File: src/rtl/power_pkg.sv
// Shared definitions for the engine power controller.
// Contents: state encoding, mode constants, default cycle counts and a helper that
// sizes compare-and-clear counters.
package power_pkg;

   localparam logic [1:0] ST_OFF     = 2'd0;
   localparam logic [1:0] ST_ARMING  = 2'd1;
   localparam logic [1:0] ST_ON      = 2'd2;
   localparam logic [1:0] ST_LOCKOUT = 2'd3;

   typedef enum logic [1:0] {
      StOff     = ST_OFF,
      StArming  = ST_ARMING,
      StOn      = ST_ON,
      StLockout = ST_LOCKOUT
   } power_state_e;

   localparam logic [1:0] MODE_MANUAL = 2'b00;
   localparam logic [1:0] MODE_RSVD   = 2'b11;

   localparam int unsigned DEF_DEBOUNCE_CYCLES = 2_000_000;
   localparam int unsigned DEF_HOLD_CYCLES     = 100_000_000;
   localparam int unsigned DEF_BLINK_CYCLES    = 25_000_000;
   localparam int unsigned DEF_IDLE_CYCLES     = 1_000_000_000;

   // Counter width for a limit of n cycles; never narrower than one bit.
   function automatic int unsigned cnt_width(input int unsigned n);
      return (n > 1) ? $clog2(n) : 1;
   endfunction

endpackage

File: src/rtl/power_ctrl_if.sv
// Control/status bundle between the mode logic, the buttons and power_ctrl.
// Signals: global_state (mode), power_on/power_off (raw buttons), manual_power (0 = stall),
// activity (drive/turn input active), next_power (engine powered), power_light (LED).
// master: the side driving mode and button inputs; slave: power_ctrl.
interface power_ctrl_if;

   logic [1:0] global_state;
   logic       power_on;
   logic       power_off;
   logic       manual_power;
   logic       activity;
   logic       next_power;
   logic       power_light;

   modport master (
      output global_state, power_on, power_off, manual_power, activity,
      input  next_power, power_light
   );

   modport slave (
      input  global_state, power_on, power_off, manual_power, activity,
      output next_power, power_light
   );

endinterface

File: src/rtl/btn_debounce.sv
// Button conditioner: 2-FF synchroniser followed by a debounce counter.
// Ports: sys_clk (clock), rst (async active-low reset), btn_raw (asynchronous button level),
//        btn_db (debounced level).
// The stable level flips on the edge after DEBOUNCE_CYCLES consecutive cycles in which the
// synchronised level disagrees with it; any agreeing cycle clears the counter.
module btn_debounce
   import power_pkg::*;
#(
   parameter int unsigned DEBOUNCE_CYCLES = DEF_DEBOUNCE_CYCLES
) (
   input  logic sys_clk,
   input  logic rst,
   input  logic btn_raw,
   output logic btn_db
);

   localparam int unsigned CW = cnt_width(DEBOUNCE_CYCLES);
   localparam logic [CW-1:0] CNT_LAST = CW'(DEBOUNCE_CYCLES - 1);

   logic          sync1_q;
   logic          sync2_q;
   logic          stable_q;
   logic [CW-1:0] cnt_q;

   always_ff @(posedge sys_clk or negedge rst) begin
      if (!rst) begin
         sync1_q  <= 1'b0;
         sync2_q  <= 1'b0;
         stable_q <= 1'b0;
         cnt_q    <= '0;
      end else begin
         sync1_q <= btn_raw;
         sync2_q <= sync1_q;
         if (sync2_q == stable_q) begin
            cnt_q <= '0;
         end else if (cnt_q == CNT_LAST) begin
            stable_q <= sync2_q;
            cnt_q    <= '0;
         end else begin
            cnt_q <= cnt_q + 1'b1;
         end
      end
   end

   assign btn_db = stable_q;

endmodule

File: src/rtl/power_ctrl.sv
// Engine power controller: long-press power-on, immediate power-off, forced power-off on a
// manual-mode stall or reserved mode, lockout until both buttons are released.
// Ports: sys_clk (clock), rst (async active-low reset), bus (power_ctrl_if.slave: mode,
//        raw buttons, manual_power, activity in; next_power, power_light out).
// Optional feature: define POWER_IDLE_TIMEOUT_EN to drop to LOCKOUT after IDLE_CYCLES in ON
// without activity. Without it, activity is ignored.
module power_ctrl
   import power_pkg::*;
#(
   parameter int unsigned DEBOUNCE_CYCLES = DEF_DEBOUNCE_CYCLES,
   parameter int unsigned HOLD_CYCLES     = DEF_HOLD_CYCLES,
   parameter int unsigned BLINK_CYCLES    = DEF_BLINK_CYCLES,
   parameter int unsigned IDLE_CYCLES     = DEF_IDLE_CYCLES
) (
   input logic         sys_clk,
   input logic         rst,
   power_ctrl_if.slave bus
);

   localparam int unsigned HW = cnt_width(HOLD_CYCLES);
   localparam int unsigned BW = cnt_width(BLINK_CYCLES);
   localparam logic [HW-1:0] HOLD_LAST  = HW'(HOLD_CYCLES - 1);
   localparam logic [BW-1:0] BLINK_LAST = BW'(BLINK_CYCLES - 1);

   logic pon_db;
   logic poff_db;

   btn_debounce #(
      .DEBOUNCE_CYCLES (DEBOUNCE_CYCLES)
   ) u_pon_db (
      .sys_clk (sys_clk),
      .rst     (rst),
      .btn_raw (bus.power_on),
      .btn_db  (pon_db)
   );

   btn_debounce #(
      .DEBOUNCE_CYCLES (DEBOUNCE_CYCLES)
   ) u_poff_db (
      .sys_clk (sys_clk),
      .rst     (rst),
      .btn_raw (bus.power_off),
      .btn_db  (poff_db)
   );

   power_state_e  state_q, state_d;
   logic [HW-1:0] hold_cnt_q, hold_cnt_d;
   logic [BW-1:0] blink_cnt_q, blink_cnt_d;
   logic          blink_q, blink_d;

   logic reserved;
   logic stall;
   logic hold_done;
   logic idle_done;

   assign reserved  = (bus.global_state == MODE_RSVD);
   assign stall     = (bus.global_state == MODE_MANUAL) && !bus.manual_power;
   assign hold_done = (hold_cnt_q == HOLD_LAST);

`ifdef POWER_IDLE_TIMEOUT_EN
   localparam int unsigned IW = cnt_width(IDLE_CYCLES);
   localparam logic [IW-1:0] IDLE_LAST = IW'(IDLE_CYCLES - 1);

   logic [IW-1:0] idle_cnt_q, idle_cnt_d;

   assign idle_done = (state_q == StOn) && (idle_cnt_q == IDLE_LAST);

   // Held at zero outside ON, so entering ON always starts a fresh count.
   always_comb begin
      idle_cnt_d = idle_cnt_q;
      if (bus.activity || (state_q != StOn)) begin
         idle_cnt_d = '0;
      end else if (!idle_done) begin
         idle_cnt_d = idle_cnt_q + 1'b1;
      end
   end

   always_ff @(posedge sys_clk or negedge rst) begin
      if (!rst) begin
         idle_cnt_q <= '0;
      end else begin
         idle_cnt_q <= idle_cnt_d;
      end
   end
`else
   logic unused_activity;
   assign unused_activity = bus.activity;
   assign idle_done       = 1'b0;
`endif

   always_comb begin
      state_d     = state_q;
      hold_cnt_d  = hold_cnt_q;
      blink_cnt_d = blink_cnt_q;
      blink_d     = blink_q;

      unique case (state_q)
         StOff: begin
            // Reserved mode freezes OFF; pressing both buttons is treated as no request.
            if (!reserved && pon_db && !poff_db) begin
               state_d     = StArming;
               hold_cnt_d  = '0;
               blink_cnt_d = '0;
               blink_d     = 1'b1;
            end
         end

         StArming: begin
            if (!hold_done) begin
               hold_cnt_d = hold_cnt_q + 1'b1;
            end
            if (blink_cnt_q == BLINK_LAST) begin
               blink_cnt_d = '0;
               blink_d     = ~blink_q;
            end else begin
               blink_cnt_d = blink_cnt_q + 1'b1;
            end

            if (reserved) begin
               state_d = StLockout;
            end else if (poff_db || !pon_db) begin
               state_d = StOff;
            end else if (hold_done) begin
               // A stall at the moment of power-up wins over turning on.
               state_d = stall ? StLockout : StOn;
            end
         end

         StOn: begin
            if (reserved || poff_db || stall || idle_done) begin
               state_d = StLockout;
            end
         end

         StLockout: begin
            if (!reserved && !pon_db && !poff_db) begin
               state_d = StOff;
            end
         end

         default: begin
            state_d = StOff;
         end
      endcase
   end

   always_ff @(posedge sys_clk or negedge rst) begin
      if (!rst) begin
         state_q     <= StOff;
         hold_cnt_q  <= '0;
         blink_cnt_q <= '0;
         blink_q     <= 1'b0;
      end else begin
         state_q     <= state_d;
         hold_cnt_q  <= hold_cnt_d;
         blink_cnt_q <= blink_cnt_d;
         blink_q     <= blink_d;
      end
   end

   always_comb begin
      bus.next_power  = (state_q == StOn);
      bus.power_light = (state_q == StOn) || ((state_q == StArming) && blink_q);
   end

endmodule

File: src/flat_wrapper.sv
// flat-port wrapper written by rule: the top's interface ports become plain ports
module power_ctrl_flat import power_pkg::*;
#(
   parameter int unsigned DEBOUNCE_CYCLES = DEF_DEBOUNCE_CYCLES,
   parameter int unsigned HOLD_CYCLES     = DEF_HOLD_CYCLES,
   parameter int unsigned BLINK_CYCLES    = DEF_BLINK_CYCLES,
   parameter int unsigned IDLE_CYCLES     = DEF_IDLE_CYCLES
)
  (sys_clk, rst, bus_global_state, bus_power_on, bus_power_off, bus_manual_power, bus_activity, bus_next_power, bus_power_light);
  power_ctrl_if bus_i ();
  input logic sys_clk;
  input logic rst;
  input wire logic [$bits(bus_i.global_state)-1:0] bus_global_state;
  input wire logic [$bits(bus_i.power_on)-1:0] bus_power_on;
  input wire logic [$bits(bus_i.power_off)-1:0] bus_power_off;
  input wire logic [$bits(bus_i.manual_power)-1:0] bus_manual_power;
  input wire logic [$bits(bus_i.activity)-1:0] bus_activity;
  output wire logic [$bits(bus_i.next_power)-1:0] bus_next_power;
  output wire logic [$bits(bus_i.power_light)-1:0] bus_power_light;
  assign bus_i.global_state = bus_global_state;
  assign bus_i.power_on = bus_power_on;
  assign bus_i.power_off = bus_power_off;
  assign bus_i.manual_power = bus_manual_power;
  assign bus_i.activity = bus_activity;
  assign bus_next_power = bus_i.next_power;
  assign bus_power_light = bus_i.power_light;
  power_ctrl #(.DEBOUNCE_CYCLES(DEBOUNCE_CYCLES), .HOLD_CYCLES(HOLD_CYCLES), .BLINK_CYCLES(BLINK_CYCLES), .IDLE_CYCLES(IDLE_CYCLES)) u_core (.sys_clk(sys_clk), .rst(rst), .bus(bus_i));
endmodule
File: config.mk
export PLATFORM = sky130hd
export DESIGN_NAME = power_ctrl_flat
export DESIGN_NICKNAME = d
export VERILOG_FILES = /design/src/rtl/power_pkg.sv /design/src/rtl/power_ctrl_if.sv /design/src/rtl/btn_debounce.sv /design/src/rtl/power_ctrl.sv /design/src/flat_wrapper.sv
export SDC_FILE = /design/constraint.sdc
export NUM_CORES = 1
export LEC_CHECK = 0
export ABC_CLOCK_PERIOD_IN_PS = 2900
export CAP_MARGIN = 5
export CORE_MARGIN = 2
export CORE_UTILIZATION = 44
export CTS_BUF_LIST = sky130_fd_sc_hd__clkbuf_4
export DETAILED_ROUTE_END_ITERATION = 6
export PLACE_DENSITY = 0.66
export SETUP_SLACK_MARGIN = 0.3
export SLEW_MARGIN = 0
export SYNTH_ARGS = -nofsm -noshare
export SYNTH_HDL_FRONTEND = slang
export SYNTH_SLANG_ARGS = --single-unit
File: constraint.sdc
create_clock -name sys_clk -period 2.9 [get_ports sys_clk]
set_input_delay 0.58 -clock sys_clk [delete_from_list [all_inputs] [get_ports sys_clk]]
set_output_delay 0.58 -clock sys_clk [all_outputs]
set_load 0.01 [all_outputs]
Word level (Yosys, flattened, before mapping)
Cells that the tools add are included.
{ "word_totals": {"ff_bits": 103, "input_bits": 8, "out_inout_bits": 2, "word_cells": 79} }
{ "op_classes": {"add_sub_neg": 4, "eq_ne": 16, "muxes": 21, "bitwise_logic": 3, "reduce_logical": 23} }
{ "op_table": {"columns": ["cell", "count"], "rows": [
  ["$mux W21", 4],
  ["$mux W27", 2],
  ["$pmux W27 S2", 1],
  ["$mux W25", 2],
  ["$pmux W25 S2", 1],
  ["$add A21 B1 Y21 const B", 2],
  ["$eq A21 B21 Y1 const B", 2],
  ["$add A27 B1 Y27 const B", 1],
  ["$eq A27 B27 Y1 const B", 1],
  ["$add A25 B1 Y25 const B", 1],
  ["$eq A25 B25 Y1 const B", 1],
  ["$mux W2", 6],
  ["$ne A2 B1 Y1 const B", 4],
  ["$pmux W2 S4", 1],
  ["$eq A2 B2 Y1 const B", 3],
  ["$logic_and A1 B1 Y1", 6],
  ["$reduce_and A2 Y1", 3],
  ["$reduce_and A3 Y1", 2],
  ["$logic_not A1 Y1", 4],
  ["$logic_not A2 Y1", 2],
  ["$logic_or A1 B1 Y1", 4],
  ["$ne A4 B1 Y1 const B", 1],
  ["$reduce_and A4 Y1", 1],
  ["$mux W1", 3],
  ["6 further kinds", 9]
]} }

Depth between registers and ports, before layout
{ "logic_depth": {"word_depth": 7, "ltp_mapped": 8} }

Hierarchy
A second synthesis with hierarchy kept.
{ "unflattened": {"hier_cells": 606, "area_unflattened_um2": 5626.6} }
{ "by_module_without_submodules": {"columns": ["mod", "instances", "cells_each", "area_each_um2", "seq_area_each_um2"], "rows": [
  ["power_ctrl", 1, 370, 3251.9, 1376.3],
  ["btn_debounce at u_core.u_poff_db", 1, 120, 1188.6, 600.6],
  ["btn_debounce at u_core.u_pon_db", 1, 116, 1186.1, 600.6]
]} }

Worst setup path after synthesis
No wires, ideal clock.
{ "synth_timing": {"path_type": "register to register", "startpoint": "reg u_core.blink_cnt_q[0]", "endpoint": "reg u_core.blink_cnt_q[24]", "arrival_time_ns": 1.906, "slack_ns": 0.868, "stages_incl_launch_ff": 7, "n_path_buf": 1, "cell_sequence": "dfrtp_1 -> ha_1 -> nand3_2 -> or4_4 -> o21a_4 -> buf_6 -> a221o_1"} }
{ "synth_between": {"elab_chain_cells": 3, "word_cells_on_any_way": 4, "classes_between": "add/sub: 1; eq/ne: 1; mux: 2"} }
{ "synth_rtl": {"columns": ["item", "line_no", "source"], "rows": [
  ["from (decl)", "power_ctrl.sv:48", "logic [BW-1:0] blink_cnt_q, blink_cnt_d;"],
  ["from (signal assigned)", "power_ctrl.sv:156", "blink_cnt_q <= blink_cnt_d;"],
  ["$add A25 B1 Y25 or $eq A25 B25 Y1 (tied branches)", "power_ctrl.sv:116, power_ctrl.sv:112", null],
  ["$mux W25 (*)", "power_ctrl.sv:112", "if (blink_cnt_q == BLINK_LAST) begin"],
  ["$pmux W25 S2 (*)", "power_ctrl.sv:97", "unique case (state_q)"]
]} }
Mark *: on every way between the ends. The rest lies on a longest branch, timed or not.
A chain may end at the register's enable or synchronous reset.

==> key figures <==
Status
  • Outcome: completed

Die
  • Die ar.: 13100 um^2
  • Die Wd: 114 um
  • IO Pins: 10
  • Core Area: between 10000 and 15000 um^2
  • Initial Util: 44.9%
  • Row cnt: 40
  • Chip height: around 110 um

Clocking
  • Clk slew on worst S/H paths: approximately 160 ps
  • Maximum clock path buffer count: 2
  • Clock sink count: 103
  • CTS Buf Count: 9
  • H-tree lvl count: 3
  • Clk_lat worst skew: 460 ps
  • CTS Root Cell: clkbuf_4
  • CTS tree: yes

Route
  • Routed vias: 4228
  • Post-DRT Antenna Nets: 0
  • Final wirelength: 10700 um
  • DR pass1 iterations: 5
  • Drt via density: 5.69
  • DRC Markers: 0
  • Wirelength per Cell: around 14 um
  • DR iter-0 viols: 220

Yosys
  • Mapped Area: 5370 um^2
  • Synth unique cells: 53
  • Syn_area_per_cell: ~9.2 um^2
  • FF+latch count, synth: 103
  • Post-synth EDFFs: 0
  • Post-synth top area share: 48.0%
  • Sequential-to-total area share from yosys stat: 48.0%
  • Synthesized net count: 594
  • Synth Instances: about 580
  • Ys async rst share: 100%
  • Cell taking the most area after synthesis: dfrtp_1
  • YS warnings: 0
  • Area contributors post-synth: dfrtp_1, nor2_1, xor2_1, nand2_1, xnor2_1
  • Ys flop type: dfrtp_1

Finish
  • Highest-count cells in the layout ignoring fill and taps: dfrtp_1, nor2_1, nand2_1, nand3_1, nand4_1
  • Leading cell type in the layout, fill and taps excluded: dfrtp_1
  • Nets@finish: approximately 600
  • Area of the multi-input gates: 2660 um^2
  • Reg area: 2580 um^2
  • Final instance area: 5750 um^2
  • Non-filler cells, final: 743
  • Diodes inserted: 0
  • Layout area overhead: 7.13%
  • Share of cells above drive strength 1: a little over 7%
  • Filler cells: 1115

Pwr
  • Pleak: 2.28 nW
  • Maximum vdd drop: 319 uV
  • PD cells: 559 nW/um^2

Critical path
  • CP arrival: 1900 ps
  • Worst Setup End Kind: primary output
  • Crit Path Max Fanout: 10
  • Worst setup path category: reg2out
  • Worst endpoint required time: 2320 ps
  • Worst r2r src: u_core.blink_cnt_q[0]
  • Startpoint Class: flop

STA
  • Worst setup margin: 417 ps
  • Post-Route Setup TNS: 0 ps
  • Final period util: 85.6%
  • Post-layout minimum cycle time: 2480 ps
  • Least-Margin Pin Slew: between 700 and 800 ps
  • Final Hold Fails: 0
  • Fmax: 403 MHz
  • Slew margin rel.: 47.5%
  • Endpoints failing setup: 0
  • RSZ-0062 raised after global routing: false
  • Pins over their slew limit: 0
  • Final Skew: 20.4 ps
  • Final hold slack: 141 ps

Flow run
  • Max-Cap Viols: 0

Global routing
  • First-pass GRT wire length: 19200 um
  • Vias in the first global route: 4188
  • Global Route Usage Sum: 18.0%
  • GRT overflow: 0
  • Largest net degree at the start of global routing: 57
  • Initial antenna violation count: 0

Placed design
  • Final Wtd Congestion: ~0.79
  • Placed cell count: ~720
  • Placed Area: between 5000 and 6000 um^2
  • Dpl ws: 544 ps
  • Port buffer count: 8
  • Final HPWL from detailed placement: 7170 um

Worst hold path
  • Hold Path Class: in2async
registers in the layout (all words and copies together) (netlist names), named ones only:
| signal | cells |
|---|---|
| u_core.u_pon_db.btn_db | 1 |
| u_core.hold_cnt_q | 27 |
| u_core.u_pon_db.cnt_q | 21 |
| u_core.blink_q | 1 |
| u_core.state_q | 1 |
| u_core.u_poff_db.cnt_q | 21 |
| u_core.u_pon_db.sync2_q | 1 |
| u_core.u_poff_db.sync1_q | 1 |
| u_core.u_poff_db.btn_db | 1 |
| u_core.u_pon_db.sync1_q | 1 |
| u_core.blink_cnt_q | 25 |
| u_core.u_poff_db.sync2_q | 1 |
cells by family after synthesis:
logic type,after synthesis,share of synthesized area (%)
and+or+nand+nor,300,28.5
DFF,103,48.0
AOI/OAI and AO/OA,86,10.6
xor gates and xnor gates,50,8.16
buffers and inverters,33,2.63
muxes,6,1.14
adders and majority gates,4,0.932
report_power, final:
part / switching, mW / internal (mW) / total [mW]
clock: 0.473 / 0.182 / 0.655
combinational: 0.465 / 0.299 / 0.764
sequential: 0.209 / 1.59 / 1.80
stage by stage:
stage / power [mW] / util [%]
CTS: 3.23 / 47.8
detailed placement: 2.56 / 46.9
finish: 3.21 / 48.1
global route: 3.45 / 48.1
global placement: 2.53 / 46.9
floorplan: 2.34 / -
routing by layer:
metal | wire length, um | GRT usage, % | vias up | part of all wire (%)
met5 | 0 | 0 | - | 0
met4 | 192 | 6.26 | 0 | 1.8
met3 | 346 | 4.87 | 14 | 3.2
met2 | 5020 | 28.8 | 60 | 47
met1 | 5140 | 23.7 | 2039 | 48
li1 | - | - | 2115 | -
synth_stat cells (all sizes together) (2+ instances only):
library cell	instances
a31oi	15
nand3	38
nor4bb	3
a22o	5
and3	10
nand2	60
clkbuf	12
nor3	20
or2	5
nor2b	6
ha	4
o21ai	22
or4	7
nor2	76
inv	12
nand4	32
a41oi	2
mux2i	5
nor4b	4
a21oi	20
o21a	3
a32o	2
or3	3
o211ai	6
and2	4
buf	9
dfrtp	103
xor2	27
o31ai	4
and4	7
nand2b	5
nor4	18
xnor2	23
worst max-delay path, cell delays in order (launching register included):
cell             delay, ps
dfrtp_2                480
nor2b_2                280
a21o_1                 150
clkdlybuf4s50_1        530
path summary, 6_finish.rpt:
kind,slack [ps],cells past startpoint,to
max,420,3,bus_power_light
min in group sys_clk,370,0,u_core.u_pon_db.sync2_q
min reg2reg,370,0,u_core.u_pon_db.sync2_q
max reg2reg,510,6,u_core.blink_cnt_q[24]
max in group asynchronous,2050,2,u_core.hold_cnt_q[24]
min,140,1,u_core.u_pon_db.cnt_q[13]
cell type report:
| type | count | area share [%] |
|---|---|---|
| Clock buffer | 10 | 1.31 |
| Clock inverter | 6 | 0.631 |
| Inverter | 12 | 0.783 |
| Sequential cell | 103 | 44.9 |
| Tap cell | 147 | 3.20 |
| Timing Repair Buffer | 19 | 3.00 |
| Multi-Input combinational cell | 446 | 46.2 |
what timing repair did:
item                       in CTS  in global routing
hold endpoints to repair        0                  0
pin swaps                       0                  0
buffers inserted                0                  4
hold buffers                    0                  0
resized for setup               3                  0
setup endpoints to repair       2                  1
Note: power is estimated with default switching activity, not from simulation.
==> patch 1 (same flow settings) <==
The option `POWER_IDLE_TIMEOUT_EN` is turned on by a define.
--- a/src/rtl/power_ctrl.sv
+++ b/src/rtl/power_ctrl.sv
@@ -6,2 +6,4 @@
 // without activity. Without it, activity is ignored.
+`define POWER_IDLE_TIMEOUT_EN
+
 module power_ctrl
Function: same outputs for any inputs over 10 cycles, from zero or initial values and one cycle with rst low; that may be too few to reach the edited logic, so the function may still have changed.
==> patch 1 against the original RTL <==
  * Final cell count up 31%
  * Count of clock-buffer cells in the layout up 7
  * Wire length up 37%
  * Design area up 34%
  * Synthesized area up 29%
  * Maximum frequency down 0.39%
  * Critical endpoint unchanged
  * Sequential power up 19%
  * Power up 23%
  * Largest power group unchanged
  * Sequential share of layout area down 1.7 points
  * Register-to-register slack better by 0.12 ns
  * Non-clock buffer count up 9
  * Combinational power down 65%
  * Highest routed layer unchanged
  * Worst setup slack worse by 0.0098 ns
  * Sequential cell count up 30
==> patch 1: results (changes against the original RTL) <==
clk slew on worst S/H paths 0.11 ns (-0.05 ns); sequential power 2.14 mW (+19%); first-pass GRT wire length 25.7 mm (+34%); Iter 0 DRT Violations 395 (+80%); DR WL/cell 15.0 um (+4.4%); r2r setup slk 0.63 ns (+0.12 ns); cts hold-fix bufs 1 (+1); post-layout min period 2.49 ns (+0.00977 ns); Post-Syn Nets 746 (+26%); hpwl dp 10.0 mm (+40%); status finished clean; Synth Area in Compound Gates 0.0870 (-0.0189); vias in the first global route 5403 (+29%); switching power 0.994 mW (-13%); # placed instances 937 (+30%); Hold Crit Class register to register; drt pass-1 iters 7 (+2); final WL 14.7 mm (+37%); R2R Path End u_core.state_q[0]; ranking of synthesized cells by area dfrtp_1, nor2_1, xor2_1; Post-CTS Setup Bufs 4 (+4); Synth cell types 61 (+15%); mux cell area share after synthesis 0.0106 (-0.000799); Total Power 3.95 mW (+23%); initial antenna violation count 1 (+1); Tot GR Track Use 0.190 (+0.00937); Post-Route Skew 0.0220 ns (+0.00155 ns); Comb power 0.271 mW (-65%); Num CTS Buffers 17 (+8); I/O Buffers 9 (+1); largest net degree at the start of global routing 59 (+3.5%); slowest stage delay, CP 0.53 ns (about the same); static leakage 3.20 nW (+40%); crit-path max FO 5 (-5); GP Congestion 0.875 (+11%); Worst VDD drop 0.347 mV (+8.8%); DP Area 7290 um^2 (+30%); Clock Latency Late Sink 0.55 ns (+0.09 ns); relative slew slack 0.392 (-0.0821); dpl ws 0.385 ns (-0.159 ns); Avg Cell Area, Syn 9.48 um^2 (+2.8%); XOR/XNOR Fraction of Synth Area 0.0933 (+0.0117); reg2reg start u_core.idle_cnt_q[16]; Worst Hold Margin 0.376 ns (+0.235 ns); Seq/Total Area, Yosys 0.479 (-0.00125); biggest regs u_core.idle_cnt_q: 30 flops, u_core.hold_cnt_q: 27 flops, u_core.blink_cnt_q: 25 flops; Via Count 5539 (+31%)
[patch 1: changes by cell type in the layout (fill, tap and decap cells not counted), sizes merged, moves of 11 or more]
cell	unedited run	this run
dfrtp	103	133
nor2	76	102
xor2	27	41
and4	7	20
nand3	38	50
and3	10	21
[patch 1: critical path, delay by kind of cell (launching register included)]
kind                   cells  cell delay (ns)
flip-flops                 1             0.44
buffers and inverters      2             0.64
AND/OR/NAND/NOR            3             0.30
[patch 1: layout make-up]
cell class                 count  area (um^2)  share of cell area
clock buffer                  17          128              0.0165
clock inverter                15          234              0.0303
tap                          211          264              0.0342
antenna                        1         2.50            0.000324
inverter                      16         60.1             0.00778
timing repair buffer          28          249              0.0323
sequential                   133         3330               0.431
multi-input combinational    556         3450               0.447
[patch 1: metal layers]
layer  GRT usage  wire length (um)  up-vias
met5           0                 0        -
met4      0.0557               155        0
met3      0.0475               557       13
met2       0.295              6840       98
met1       0.264              7130     2716
li1            -                 -     2712
==> patch 2 (same settings) <==
Without the edit above. `DEF_HOLD_CYCLES`: 100_000_000 -> 400_000_000.
--- a/src/rtl/power_pkg.sv
+++ b/src/rtl/power_pkg.sv
@@ -21,3 +21,3 @@
    localparam int unsigned DEF_DEBOUNCE_CYCLES = 2_000_000;
-   localparam int unsigned DEF_HOLD_CYCLES     = 100_000_000;
+   localparam int unsigned DEF_HOLD_CYCLES     = 400_000_000;
    localparam int unsigned DEF_BLINK_CYCLES    = 25_000_000;
Check against the original RTL: no difference found for any inputs over 10 cycles, from zero or initial values and one cycle with rst low; that may be too few to reach the edited logic, so the function may still have changed.
==> patch 2 against the original RTL <==
  * Wire length decreased by 0.25%
  * Sequential share of layout area about the same
  * Power increased by 12%
  * Non-clock buffer count decreased by 1
  * First-iteration DRC count increased by 12%
  * Sequential cell count increased by 2
  * Sequential power increased by 6%
  * Clock power increased by 4.7%
  * Worst setup slack improved by 0.046 ns
  * Synthesized area increased by 2.2%
  * Die area increased by 2.1%
  * Design area increased by 1.8%
  * Via count decreased by 1.3%
  * Largest cell class unchanged
==> patch 2: results (changes against the original RTL) <==
M3 GR Usage 0.0544 (+0.00569); Seq/Total Area, Yosys 0.479 (-0.00117); slowest stage delay, CP 0.65 ns (+0.12 ns); XOR/XNOR Fraction of Synth Area 0.0910 (+0.00943); CTS sink count 105 (+1.9%); Post-Syn Nets 584 (-1.7%); # placed instances 732 (+1.2%); area of the multi-input gates 2680 um^2 (+0.80%); largest net degree at the start of global routing 56 (-1.8%); fillers 1177 (+5.6%); post-layout util 0.483 (+0.00272); met1 Use GR 0.231 (-0.00609); adder-cell share of the synthesized area 0.00912 (-0.000200); Worst-Margin Slew 0.898 ns (+0.117 ns); Pint 2.25 mW (+8.9%); first-pass GRT wire length 18.8 mm (-2.0%); clock power share 0.190 (-0.014); initial antenna violation count 1 (+1); Vias/cell 5.55 (-2.4%); hpwl dp 7.21 mm (+0.56%); Total Power 3.60 mW (+12%); vias in the first global route 3970 (-5.2%); Iter 0 DRT Violations 247 (+12%); final net count 589 (-2.3%); drt pass-1 iters 7 (+2); Post-CTS Setup Bufs 2 (+2); static leakage 2.31 nW (+1.0%); DR WL/cell 14.2 um (-1.4%); Clock Latency Late Sink 0.48 ns (+0.02 ns); post-layout min period 2.44 ns (-0.0456 ns); Layout clock area frac 0.0203 (+0.000934); crit-path max FO 27 (+17); mux cell area share after synthesis 0.0192 (+0.00774); Comb power 1.00 mW (+31%); top post-synthesis cells by count dfrtp_1, nor2_1, nand2_1; non-clock buffer share of cell area 0.0280 (-0.00203); dpl ws 0.257 ns (-0.286 ns); Multi-Input Combinational 430 (-3.6%); Gate Count Post-Synth 572 (-1.7%); Storage cell area 2630 um^2 (+1.9%); Synth Area in Compound Gates 0.0958 (-0.0100); crit path DAT 2.82 ns (+0.92 ns); DP Area 5710 um^2 (+1.9%); Worst setup endpoint u_core.blink_cnt_q[4]; status finished clean; Post-Route Skew 0.0233 ns (+0.00288 ns); Ant. Diodes 2 (+2); r2r setup slk 0.46 ns (-0.05 ns); bufs w/o clock 18 (-1); final std cells w/o fill 752 (+1.2%); met2 GRT Util 0.283 (-0.00454); CTS resizes 4 (+1)
patch 2: worst min path at each step:
stage / start / endpoint / slack (ns) / cells after the start
final: rst / u_core.u_pon_db.cnt_q[16] / 0.13 / 1
after detailed placement: u_core.u_poff_db.sync1_q / u_core.u_poff_db.sync2_q / 0.34 / 0
after global placement: u_core.u_poff_db.sync1_q / u_core.u_poff_db.sync2_q / 0.33 / 0
after floorplan: rst / asynchronous set/reset pin / 0.28 / 0
after CTS: rst / u_core.u_pon_db.btn_db / 0.11 / 1
after global routing: rst / u_core.u_pon_db.btn_db / 0.11 / 1
patch 2: cells by family after synthesis:
family / after synthesis
AO/OA/AOI/OAI: 81
XOR/XNOR: 57
adder cells (fa/ha/maj): 4
buffers and inverters: 37
flip-flops: 105
multiplexers: 10
AND/OR/NAND/NOR: 278
patch 2: metal layers:
layer | routed length, um | part of all wire
met1 | 5150 | 0.48
met2 | 5050 | 0.47
met3 | 390 | 0.037
met4 | 84 | 0.0079
met5 | 0 | 0
